==> config.mk <==
export PLATFORM = sky130hd
export DESIGN_NAME = shift_issue
export DESIGN_NICKNAME = d
export VERILOG_FILES = /design/src/rtl/shift_pkg.sv /design/src/rtl/shift_decode.sv /design/src/rtl/shift_issue.sv
export SDC_FILE = /design/constraint.sdc
export NUM_CORES = 1
export LEC_CHECK = 0
export CAP_MARGIN = 20
export CORE_UTILIZATION = 29
export CTS_CLUSTER_DIAMETER = 50
export CTS_CLUSTER_SIZE = 12
export DETAILED_ROUTE_END_ITERATION = 10
export MAX_ROUTING_LAYER = met4
export PLACE_DENSITY_LB_ADDON = 0.3
export SYNTH_ARGS = -nofsm -noshare
export SYNTH_HDL_FRONTEND = slang
export SYNTH_SLANG_ARGS = --single-unit
==> constraint.sdc <==
create_clock -name clk -period 4.7 [get_ports clk]
set_input_delay 1.41 -clock clk [delete_from_list [all_inputs] [get_ports clk]]
set_output_delay 1.41 -clock clk [all_outputs]
set_load 0.1 [all_outputs]
==> src/rtl/shift_pkg.sv <==
// Shared constants and payload type for the shift issue slice.
// Decoded-op bundle handed from decode to the issue register.
package shift_pkg;

  localparam int SHIFT_DATA_W = 32;
  localparam int SHIFT_SA_W   = 5;

  localparam logic [5:0] OPC_SPECIAL = 6'b000000;
  localparam logic [5:0] FUNCT_SLL   = 6'b000000;
  localparam logic [5:0] FUNCT_SRL   = 6'b000010;
  localparam logic [5:0] FUNCT_SRA   = 6'b000011;
  localparam logic [5:0] FUNCT_SLLV  = 6'b000100;
  localparam logic [5:0] FUNCT_SRLV  = 6'b000110;
  localparam logic [5:0] FUNCT_SRAV  = 6'b000111;

  localparam logic [2:0] SHC_NONE = 3'b000;
  localparam logic [2:0] SHC_SRL  = 3'b001;
  localparam logic [2:0] SHC_SRA  = 3'b010;
  localparam logic [2:0] SHC_SLL  = 3'b100;

  typedef struct packed {
    logic [SHIFT_DATA_W-1:0] d;
    logic [SHIFT_SA_W-1:0]   sa;
    logic [2:0]              c;
    logic [4:0]              rd;
    logic                    illegal;
  } shift_pl_t;

endpackage

==> src/rtl/shift_decode.sv <==
// Combinational decode of MIPS32 SPECIAL shift ops.
// Produces d/sa/c/rd/illegal for the issue register.
module shift_decode
  import shift_pkg::*;
(
  input  logic [31:0] instr,
  input  logic [4:0]  rs_lo,
  input  logic [31:0] rt,
  output shift_pl_t   pl
);

  logic       spec;
  logic [5:0] fn;

  assign spec = (instr[31:26] == OPC_SPECIAL);
  assign fn   = instr[5:0];

  // Select control and amount; anything else is an illegal no-op.
  always_comb begin
    pl         = '0;
    pl.rd      = instr[15:11];
    pl.illegal = 1'b0;
    unique case (1'b1)
      spec && (fn == FUNCT_SLL): begin
        pl.d = rt; pl.sa = instr[10:6]; pl.c = SHC_SLL;
      end
      spec && (fn == FUNCT_SRL): begin
        pl.d = rt; pl.sa = instr[10:6]; pl.c = SHC_SRL;
      end
      spec && (fn == FUNCT_SRA): begin
        pl.d = rt; pl.sa = instr[10:6]; pl.c = SHC_SRA;
      end
      spec && (fn == FUNCT_SLLV): begin
        pl.d = rt; pl.sa = rs_lo; pl.c = SHC_SLL;
      end
      spec && (fn == FUNCT_SRLV): begin
        pl.d = rt; pl.sa = rs_lo; pl.c = SHC_SRL;
      end
      spec && (fn == FUNCT_SRAV): begin
        pl.d = rt; pl.sa = rs_lo; pl.c = SHC_SRA;
      end
      default: begin
        pl.c       = SHC_NONE;
        pl.illegal = 1'b1;
      end
    endcase
  end

endmodule

==> src/rtl/shift_issue.sv <==
// Execute-stage issue register with 2-entry skid buffer.
// SHIFT_ISSUE_NOP_DROP_EN: swallow all-zero NOP words.
module shift_issue
  import shift_pkg::*;
#(
  parameter int DATA_W = 32,
  parameter int SA_W   = 5,
  parameter int CNT_W  = 16
) (
  input  logic              clk,
  input  logic              rst,
  input  logic              in_valid,
  output logic              in_ready,
  input  logic [31:0]       in_instr,
  input  logic [DATA_W-1:0] in_rs,
  input  logic [DATA_W-1:0] in_rt,
  output logic              out_valid,
  input  logic              out_ready,
  output logic [DATA_W-1:0] out_d,
  output logic [SA_W-1:0]   out_sa,
  output logic [2:0]        out_c,
  output logic [4:0]        out_rd,
  output logic              out_illegal,
  output logic [CNT_W-1:0]  issued_cnt
);

  shift_pl_t        dec_pl;
  shift_pl_t        main_q;
  shift_pl_t        skid_q;
  logic             main_v;
  logic             skid_v;
  logic             rdy_q;
  logic             nop;
  logic             acc;
  logic             drn;
  logic [CNT_W-1:0] cnt_q;

  shift_decode u_dec (
    .instr (in_instr),
    .rs_lo (in_rs[4:0]),
    .rt    (in_rt),
    .pl    (dec_pl)
  );

`ifdef SHIFT_ISSUE_NOP_DROP_EN
  assign nop = (in_instr == 32'h0000_0000);
`else
  assign nop = 1'b0;
`endif

  assign acc = in_valid & rdy_q & ~nop;
  assign drn = main_v & out_ready;

  // Main/skid occupancy; skid always refills main first.
  always_ff @(posedge clk or posedge rst) begin
    if (rst) begin
      main_v <= 1'b0;
      skid_v <= 1'b0;
      main_q <= '0;
      skid_q <= '0;
      rdy_q  <= 1'b1;
    end else if (skid_v) begin
      if (drn) begin
        main_q <= skid_q;
        skid_v <= 1'b0;
        rdy_q  <= 1'b1;
      end
    end else if (acc) begin
      if (!main_v || drn) begin
        main_q <= dec_pl;
        main_v <= 1'b1;
      end else begin
        skid_q <= dec_pl;
        skid_v <= 1'b1;
        rdy_q  <= 1'b0;
      end
    end else if (drn) begin
      main_v <= 1'b0;
    end
  end

  // Saturating count of legal ops handed to the shifter.
  always_ff @(posedge clk or posedge rst) begin
    if (rst) begin
      cnt_q <= '0;
    end else if (drn && !main_q.illegal && !(&cnt_q)) begin
      cnt_q <= cnt_q + 1'b1;
    end
  end

  assign in_ready    = rdy_q;
  assign out_valid   = main_v;
  assign out_d       = main_q.d;
  assign out_sa      = main_q.sa;
  assign out_c       = main_q.c;
  assign out_rd      = main_q.rd;
  assign out_illegal = main_q.illegal;
  assign issued_cnt  = cnt_q;

endmodule

==> run metrics, run 1 <==
CTS H-tree lvls=3; first-pass GRT wire length=20.3 mm; Placed Instances=approximately 800; share of post-route cells with drive strength above 1=0.0716; hold path startpoint=skid_q[12]; CP Max Fanout=5; area leader, netlist=dfrtp_1; Setup crit start kind=register; CP arrival=between 2000 and 2500 ps; DR vias=just under 4000; # rows=between 40 and 50; Post-Synthesis Cells=471; Cell Area, Synth=4950 um^2; WHS Endpoint=skid_q[12]; IO Count=roughly 160; Tmin final=3480 ps; max-slew violation count=0; n_diodes=0; fin crit share=0.741; Post-Route Skew=around 12 ps; DIE AREA=17600 um^2; placement-stage cell area=about 6400 um^2; Post-synth EDFFs=0; RD Place Congestion=between 0.7 and 0.8; Max Fclk=about 0.29 GHz; DRC Markers=0; setup violators final=0; Crit path max-delay family=buffers and inverters; pwr/cell area=281 nW/um^2; RSZ-0062 raised after global routing=false; CTS Buf Count=9; Worst Hold Depth=2; Die X=133 um; Synth top area share=0.556; FF-to-FF End=skid_q[1]; slew margin rel.=0.298; TritonRoute pass-1 iters=4; initial core utilization=0.297; WS Path Type=reg2out; Synth cell types=40; post_cts resized=0; vias in the first global route=about 3900; syn nets=between 500 and 600; Root Driver=clkbuf_16; Fillers=roughly 1600; post-route cell area=approximately 6800 um^2; Fin Hold WS=around 490 ps; Routed wire per std cell=approximately 15 um; Avg Inst Size Synth=10.5 um^2; Total Routing Usage GR=0.151; slowest CP cell=clkdlybuf4s50_1; Worst VDD drop=~0.00016 V; Synth area leaders=dfrtp_1, a22o_1, nand3b_1, a31oi_1, nand2_1; most common cell after layout, fill and taps aside=clkdlybuf4s50_1; most frequent cells in the layout=clkdlybuf4s50_1, dfrtp_1, nand2_1; Detail Route Antenna Nets=0; Worst Path Required=3290 ps; Warnings, synthesis=0; Post-CTS Hold Buffers=0; Clock transition at path regs=approximately 80 ps; Leakage Power=~2.7 nW; final layout net count=about 700; die height=about 130 um; hold crit path type=reg2reg; max-capacitance violation count=0; IO Port Bufs=126; worst r2r src=skid_v; worst path cell trace=clkdlybuf4s50_1; CTS tree=built; antenna violations before repair=0; Post-DP HPWL=around 8.1 mm; Critical Path Max Stage Delay=between 1000 and 1500 ps; Clock Path Buffers=2; final hold vios=0; Starting DRT DRC Count=202; Slew @ Worst Pin=approximately 1000 ps; Post-CTS Setup Repair Bufs=0; crit end category=output port; via/cell ratio=between 4 and 5; Seq/Total Area, Yosys=0.562; Final Total Pwr=around 1.9 mW; CTS Sinks=approximately 110; Layout Utilization=0.408; reg2reg path depth=5; worst reg2reg setup slack=2390 ps; largest net degree at the start of global routing=77; pre-CTS setup slack=just over 900 ps; setup TNS=0 ps; grt total ovfl=0; Post-synth top flop=dfrtp_1; setup ws final=between 1000 and 1500 ps; CORE AREA=between 15000 and 20000 um^2; drt total wl=12.4 mm; Post-Layout Cell Count=approximately 800; P&R area growth vs syn=37.2%; Clk Latency, worst-skew pair=~350 ps; Buf/Inv on CP=1; outcome=complete, no violations; Seq cells post-synth=~110; Async S/R FF share, synth=1.00
==> flip-flops by register name (all words and copies together) (netlist names) <==
| signal | cells |
|---|---|
| in_ready | 1 |
| out_c | 3 |
| skid_v | 1 |
| out_sa | 5 |
| issued_cnt | 16 |
| out_illegal | 1 |
| out_rd | 5 |
| out_valid | 1 |
| out_d | 32 |
| skid_q | 46 |
==> metal layers <==
layer | track usage | vias to the layer above | wire length, um
met4 | 0.0466 | 0 | 147
met3 | 0.0341 | 12 | 532
met5 | - | - | 0
met1 | 0.183 | 1961 | 5630
met2 | 0.251 | 94 | 6110
li1 | - | 1910 | -
==> cells by family (layout without fill, tap and decap cells) <==
family / count (synthesis) / in the layout / share of synthesized area
AOI/OAI and AO/OA: 100 / 100 / 0.137
DFF: 111 / 111 / 0.562
xor gates and xnor gates: 11 / 11 / 0.0195
adders and majority gates: 1 / 1 / 0.00253
buffers and inverters: 39 / 155 / 0.0329
muxes: 21 / 21 / 0.0450
and+or+nand+nor: 188 / 188 / 0.201
==> power by group <==
group | switching [mW] | total [mW] | leakage [nW] | internal (mW)
combinational | 0.0584 | 0.117 | 1.18 | 0.0589
clock | 0.350 | 0.835 | 0.153 | 0.485
sequential | 0.00111 | 0.958 | 1.32 | 0.956
==> cell usage after synthesis (4+ instances only) <==
cell type,count
dfrtp_1,110
nand2_1,54
nor2_1,50
a31oi_1,39
nand3b_1,36
a22o_1,32
clkbuf_1,26
a21oi_1,15
mux2i_1,11
mux2_2,10
o21ai_0,10
buf_2,7
nand3_1,7
nand4_1,7
nor3_1,6
xnor2_1,6
and3_1,5
xor2_1,5
inv_1,4
nor4_1,4
==> cell type report <==
cell class,instances,area [um^2],area share
sequential,111,2780,0.410
multi-input combinational,321,2020,0.297
timing repair buffer,135,1370,0.202
tap,220,275,0.0405
clock buffer,12,246,0.0363
clock inverter,4,76.3,0.0112
inverter,4,17.5,0.00258
==> worst max path at each step <==
stage	start	endpoint	slack, ps	cells after the start
2_1_floorplan	rst	issued_cnt[0]	360	1
3_3_place_gp	in_instr[27]	skid_q[44]	950	7
3_5_place_dp	in_instr[27]	skid_q[30]	920	7
4_1_cts	in_ready	in_ready	1190	1
5_1_grt	out_valid	out_valid	1150	1
6_report	in_ready	in_ready	1220	1
Power figures use the tool's default switching activity.
==> run 2, diff against run 1 <==
==> constraint.sdc (replaced) <==
create_clock -name clk -period 2.85 [get_ports clk]
set_input_delay 0.855 -clock clk [delete_from_list [all_inputs] [get_ports clk]]
set_output_delay 0.855 -clock clk [all_outputs]
set_load 0.1 [all_outputs]
==> run 2 against run 1 <==
  * First-iteration DRC count is 14% lower
  * Non-clock buffer count increased by 8
  * Clock-buffer cell count rose by 1
  * Global-route usage down 0.60 points
==> run metrics, run 2 (synthesis results as in run 1) <==
outcome=complete, no violations; CP Launch Point=in_instr[27]; Placed Instances=799 (+1.1%); final layout net count=691 (+1.2%); setup TNS=0 ps (unchanged); WS Path Type=in2reg; P&R area growth vs syn=35.7%; first-pass GRT wire length=19.8 mm (-2.8%); max FFs per register=46 (unchanged); Tmin final=2670 ps; CP Max Fanout=7 (+2); Clock Path Buffers=2 (unchanged); RSZ-0062 raised after global routing=false; Detail Route Antenna Nets=0 (unchanged); share of post-route cells with drive strength above 1=0.193 (+0.122); antenna violations before repair=0 (unchanged); Worst VDD drop=0.000255 V (+57%); slew margin rel.=0.444 (+0.146); die height=133 um (unchanged); grt total ovfl=0 (unchanged); Final Total Pwr=3.03 mW (+59%); area occupied by registers=2780 um^2 (unchanged); Starting DRT DRC Count=174 (-14%); CTS H-tree lvls=3 (unchanged); n_diodes=0 (unchanged); Clk Latency, worst-skew pair=350 ps (about the same); final hold vios=0 (unchanged); max-capacitance violation count=0 (unchanged); Root Driver=clkbuf_16; DIE AREA=17600 um^2 (unchanged); Fin Hold WS=483 ps (-4.61 ps); hold crit path type=reg2reg; Most flops, register=skid_q; Fillers=1641 (+2.1%); DR vias=4040 (+1.6%); DRC Markers=0 (unchanged); Max Fclk=between 0.3 and 0.4 GHz; Clock transition at path regs=70 ps (about the same); CTS Buf Count=9 (unchanged); Slew @ Worst Pin=835 ps (-215 ps); CORE AREA=16600 um^2 (unchanged); setup violators final=0 (unchanged); worst r2r src=issued_cnt[0]; pwr/cell area=452 nW/um^2 (+61%); fin crit share=0.936; Worst Path Required=3110 ps (-180 ps); Post-DP HPWL=7.99 mm (-0.89%); IO Port Bufs=126 (unchanged); RD Place Congestion=0.776 (+0.26%); TritonRoute pass-1 iters=4 (unchanged); most frequent cells in the layout=dfrtp_1, buf_4, clkdlybuf4s50_1; Routed wire per std cell=14.9 um (-3.0%); Leakage Power=2.73 nW (+2.8%); Post-Layout Cell Count=815 (+0.99%); crit end category=register; # rows=47 (unchanged); Post-Route Skew=8.92 ps (-3.36 ps); multi-input logic area=2020 um^2 (+0.25%); initial core utilization=0.297 (unchanged); largest net degree at the start of global routing=90 (+17%); CTS tree=built; max-slew violation count=0 (unchanged); Post-CTS Setup Repair Bufs=0 (unchanged); post_cts resized=0 (unchanged); Setup crit start kind=input pin; Post-CTS Hold Buffers=0 (unchanged); Die X=133 um (unchanged); hold path startpoint=skid_q[9]; via/cell ratio=4.96 (+0.59%); drt total wl=12.2 mm (-2.0%); most common cell after layout, fill and taps aside=dfrtp_1; IO Count=164 (unchanged); vias in the first global route=3921 (-0.31%); CTS Sinks=111 (unchanged); Total Routing Usage GR=0.145 (-0.00603); CP arrival=2930 ps (+860 ps)
run 2: changes by cell type in the layout (fill, tap and decap cells not counted), sizes merged:
| cell | previous run | this run |
|---|---|---|
| bufinv | 2 | 0 |
| inv | 5 | 3 |
| clkinv | 0 | 3 |
| clkbuf | 12 | 13 |
| buf | 9 | 81 |
| clkdlybuf4s50 | 126 | 62 |
run 2: stage by stage:
stage          worst slack, ps   util  instance area (um^2)
6_report                   183  0.403                  6710
5_1_grt                    100  0.403                  6710
4_1_cts                    191  0.403                  6710
3_5_place_dp              -182  0.385                  6410
3_3_place_gp              -159  0.385                  6410
2_1_floorplan              320      -                  4950
run 2: area by class of cell:
| cell class | count | share of cell area |
|---|---|---|
| well taps | 220 | 0.0410 |
| clock buffers | 13 | 0.0403 |
| multi-input cells | 321 | 0.302 |
| flip-flops and latches | 111 | 0.414 |
| repair buffers | 143 | 0.196 |
| clock inverters | 3 | 0.00391 |
| inverters | 4 | 0.00280 |
run 2: report_power, final:
| part | switching (mW) | total, mW | leakage, nW | internal, mW |
|---|---|---|---|---|
| logic | 0.0959 | 0.193 | 1.26 | 0.0967 |
| clock network | 0.588 | 1.26 | 0.146 | 0.672 |
| registers | 0.00207 | 1.58 | 1.32 | 1.58 |
| total | 0.686 | 3.03 | 2.73 | 2.35 |
run 2: final timing paths:
path | to | slack (ps) | cells after the start
setup / recovery | out_sa[3] | 180 | 6
hold / removal | skid_q[9] | 480 | 2
setup reg to reg | issued_cnt[1] | 970 | 6
hold reg to reg | skid_q[9] | 480 | 2
max in group asynchronous | in_ready | 1530 | 3
min in group asynchronous | out_d[5] | 950 | 3
run 2: layer usage:
layer  GRT usage  vias up  part of all wire
met3      0.0299       10             0.050
met5           -        -                 0
met4      0.0549        0             0.013
met2       0.237      107              0.48
met1       0.178     1987              0.45
li1            -     1936                 -
run 2: critical path, stage by stage:
cell and delay, ps:
clkdlybuf4s50_1 400, or4_4 550, nor4b_4 290, buf_4 200, or3b_2 450, a31oi_1 190
==> patch, RTL diff (config.mk and constraints of run 1) <==
Change the parameter `CNT_W` from 16 to 18.
--- a/src/rtl/shift_issue.sv
+++ b/src/rtl/shift_issue.sv
@@ -5,7 +5,7 @@
 #(
   parameter int DATA_W = 32,
   parameter int SA_W   = 5,
-  parameter int CNT_W  = 16
+  parameter int CNT_W  = 18
 ) (
   input  logic              clk,
   input  logic              rst,
Ports: changed (resized issued_cnt); port bits go from 164 to 166. The function was not compared with the original's and may differ.
==> patch against run 1 <==
- sequential cell count is 2 higher
- critical path depth is the same
- wire length is 6.8% higher
- total power up 22%
- first-iteration DRC count up 18%
- highest routed layer unchanged
- design area up 5.0%
- largest power group is now the clock network
- combinational power hardly changed
- area after synthesis increased by 3.1%
- setup slack worse by 0.062 ns
- critical endpoint unchanged
- register-to-register slack lost 0.23 ns
- clock skew decreased by 0.0017 ns
- die area grew 3.0%
==> patch: results (changes against run 1) <==
- Routed WL: 13300 um (+6.8%)
- Postcts setup bufs: 0 (unchanged)
- Number of global-route vias before repair: 4204 (+6.9%)
- DR iter-0 viols: 238 (+18%)
- Root buf cell: clkbuf_16
- Drt pass-1 iters: 5 (+1)
- Antenna violations before repair: 0 (unchanged)
- H-tree Lvls: 4 (+1)
- Slew headroom: 0.327 (+0.0293)
- Worst skew pair latency: 0.42 ns (+0.07 ns)
- First-pass GRT wire length: 21600 um (+6.4%)
- Worst path top cell family by delay: buffers and inverters
- Slowest cell on crit path: clkdlybuf4s50_1
- Setup Skew: 0.0105 ns (-0.00173 ns)
- Count of cell types in the netlist: 44 (+10%)
- Largest net degree at the start of global routing: 90 (+17%)
- Largest Register: skid_q
- Critical Path Max Stage Delay: 1.14 ns
- GPL Wtd Cong: 0.779 (+0.71%)
- CP Max Fanout: 5 (unchanged)
- Worst-path clk slew: 0.05 ns (-0.03 ns)
- Total inserted antenna cells: 0 (unchanged)
- Synthesized net count: 577 (+0.87%)
- Synth top area cells: dfrtp_1 (55%), a21oi_1 (7.4%), a22o_1 (5.5%)
- Max reg flops: 46 (unchanged)
- FILL cells: 1621 (+0.87%)
- Vias: 4134 (+3.9%)
- Top cells by count, synth: dfrtp_1 (112), a21oi_1 (75), nor2_1 (59), nand3b_1 (35), a22o_1 (32)
- Post_cts resized: 0 (unchanged)
- Async SR Flop Fraction: 1.00 (unchanged)
- PortBufs: 128 (+1.6%)
- Outcome: finished, final reports clean
- # nets final: 696 (+1.9%)
- Synthesis Warnings: 0 (unchanged)
- CTS buffer count: 17 (+8)
- Max Root-Sink Buffers: 2 (unchanged)
- Static Leak: 3.17 nW (+19%)
- Sequential area share after synthesis: 0.555 (-0.00686)
- Global-route total usage across every layer: 0.162 (+0.0103)
- DP HPWL: 8480 um (+5.2%)
- Min-delay worst type: reg2reg
- Highest ir drop seen on vdd: 237 uV (+46%)
- Ratio of cells with drive above 1 in the final layout: 0.0956 (+0.0240)
- Worst path arrival time: 2.13 ns (+0.06 ns)
==> patch: cell count changes after synthesis, moves of 4 or more <==
| cell | delta |
|---|---|
| clkbuf_1 | -7 |
| mux2_2 | -4 |
| a31oi_1 | -38 |
| a221oi_1 | +5 |
| o31ai_1 | +7 |
| nand2_1 | -29 |
| buf_4 | +4 |
| nor2_1 | +9 |
| a21oi_1 | +60 |
| nor3_1 | -4 |
==> patch: power by group <==
group          switching (mW)  internal (mW)  total (mW)
logic                  0.0608         0.0564       0.117
clock network           0.428          0.814        1.24
registers             0.00160          0.977       0.978
==> patch: final timing paths <==
kind | start | to | slack (ns) | cells past startpoint
min reg2reg | skid_q[6] | skid_q[6] | 0.48 | 2
max in group asynchronous | rst | in_ready | 2.39 | 3
min in group asynchronous | rst | skid_q[38] | 1.49 | 2
max reg2reg | skid_v | out_sa[4] | 2.16 | 6
min | skid_q[6] | skid_q[6] | 0.48 | 2
max | in_ready | in_ready | 1.16 | 1
==> patch: cells by family after synthesis <==
kind of cell | count (synthesis) | share of synthesized area
AND/OR/NAND/NOR | 158 | 0.176
buffers and inverters | 40 | 0.0395
flip-flops | 113 | 0.555
multiplexers | 17 | 0.0348
AO/OA/AOI/OAI | 132 | 0.167
XOR/XNOR | 15 | 0.0258
adder cells (fa/ha/maj) | 1 | 0.00245
==> patch: area by class of cell <==
type / instances / share of cell area
timing repair buffer: 135 / 0.189
clock inverter: 6 / 0.0112
multi-input combinational: 323 / 0.293
sequential: 113 / 0.397
clock buffer: 25 / 0.0681
inverter: 5 / 0.00298
tap: 225 / 0.0395
==> patch: layer usage <==
| metal | GRT usage | share of wire | wire, um | up-vias |
|---|---|---|---|---|
| li1 | - | - | - | 1941 |
| met1 | 0.195 | 0.45 | 5970 | 2054 |
| met2 | 0.251 | 0.48 | 6430 | 129 |
| met3 | 0.0511 | 0.053 | 706 | 10 |
| met4 | 0.0655 | 0.012 | 165 | 0 |
| met5 | - | 0 | 0 | - |
==> patch: through the flow <==
step	worst slack, ns	cell area (um2)	cells
6_report	1.16	7130	832
5_1_grt	1.10	7130	832
4_1_cts	1.13	7130	832
3_5_place_dp	1.11	6570	801
3_3_place_gp	1.17	6570	801
2_1_floorplan	0.304	5100	476
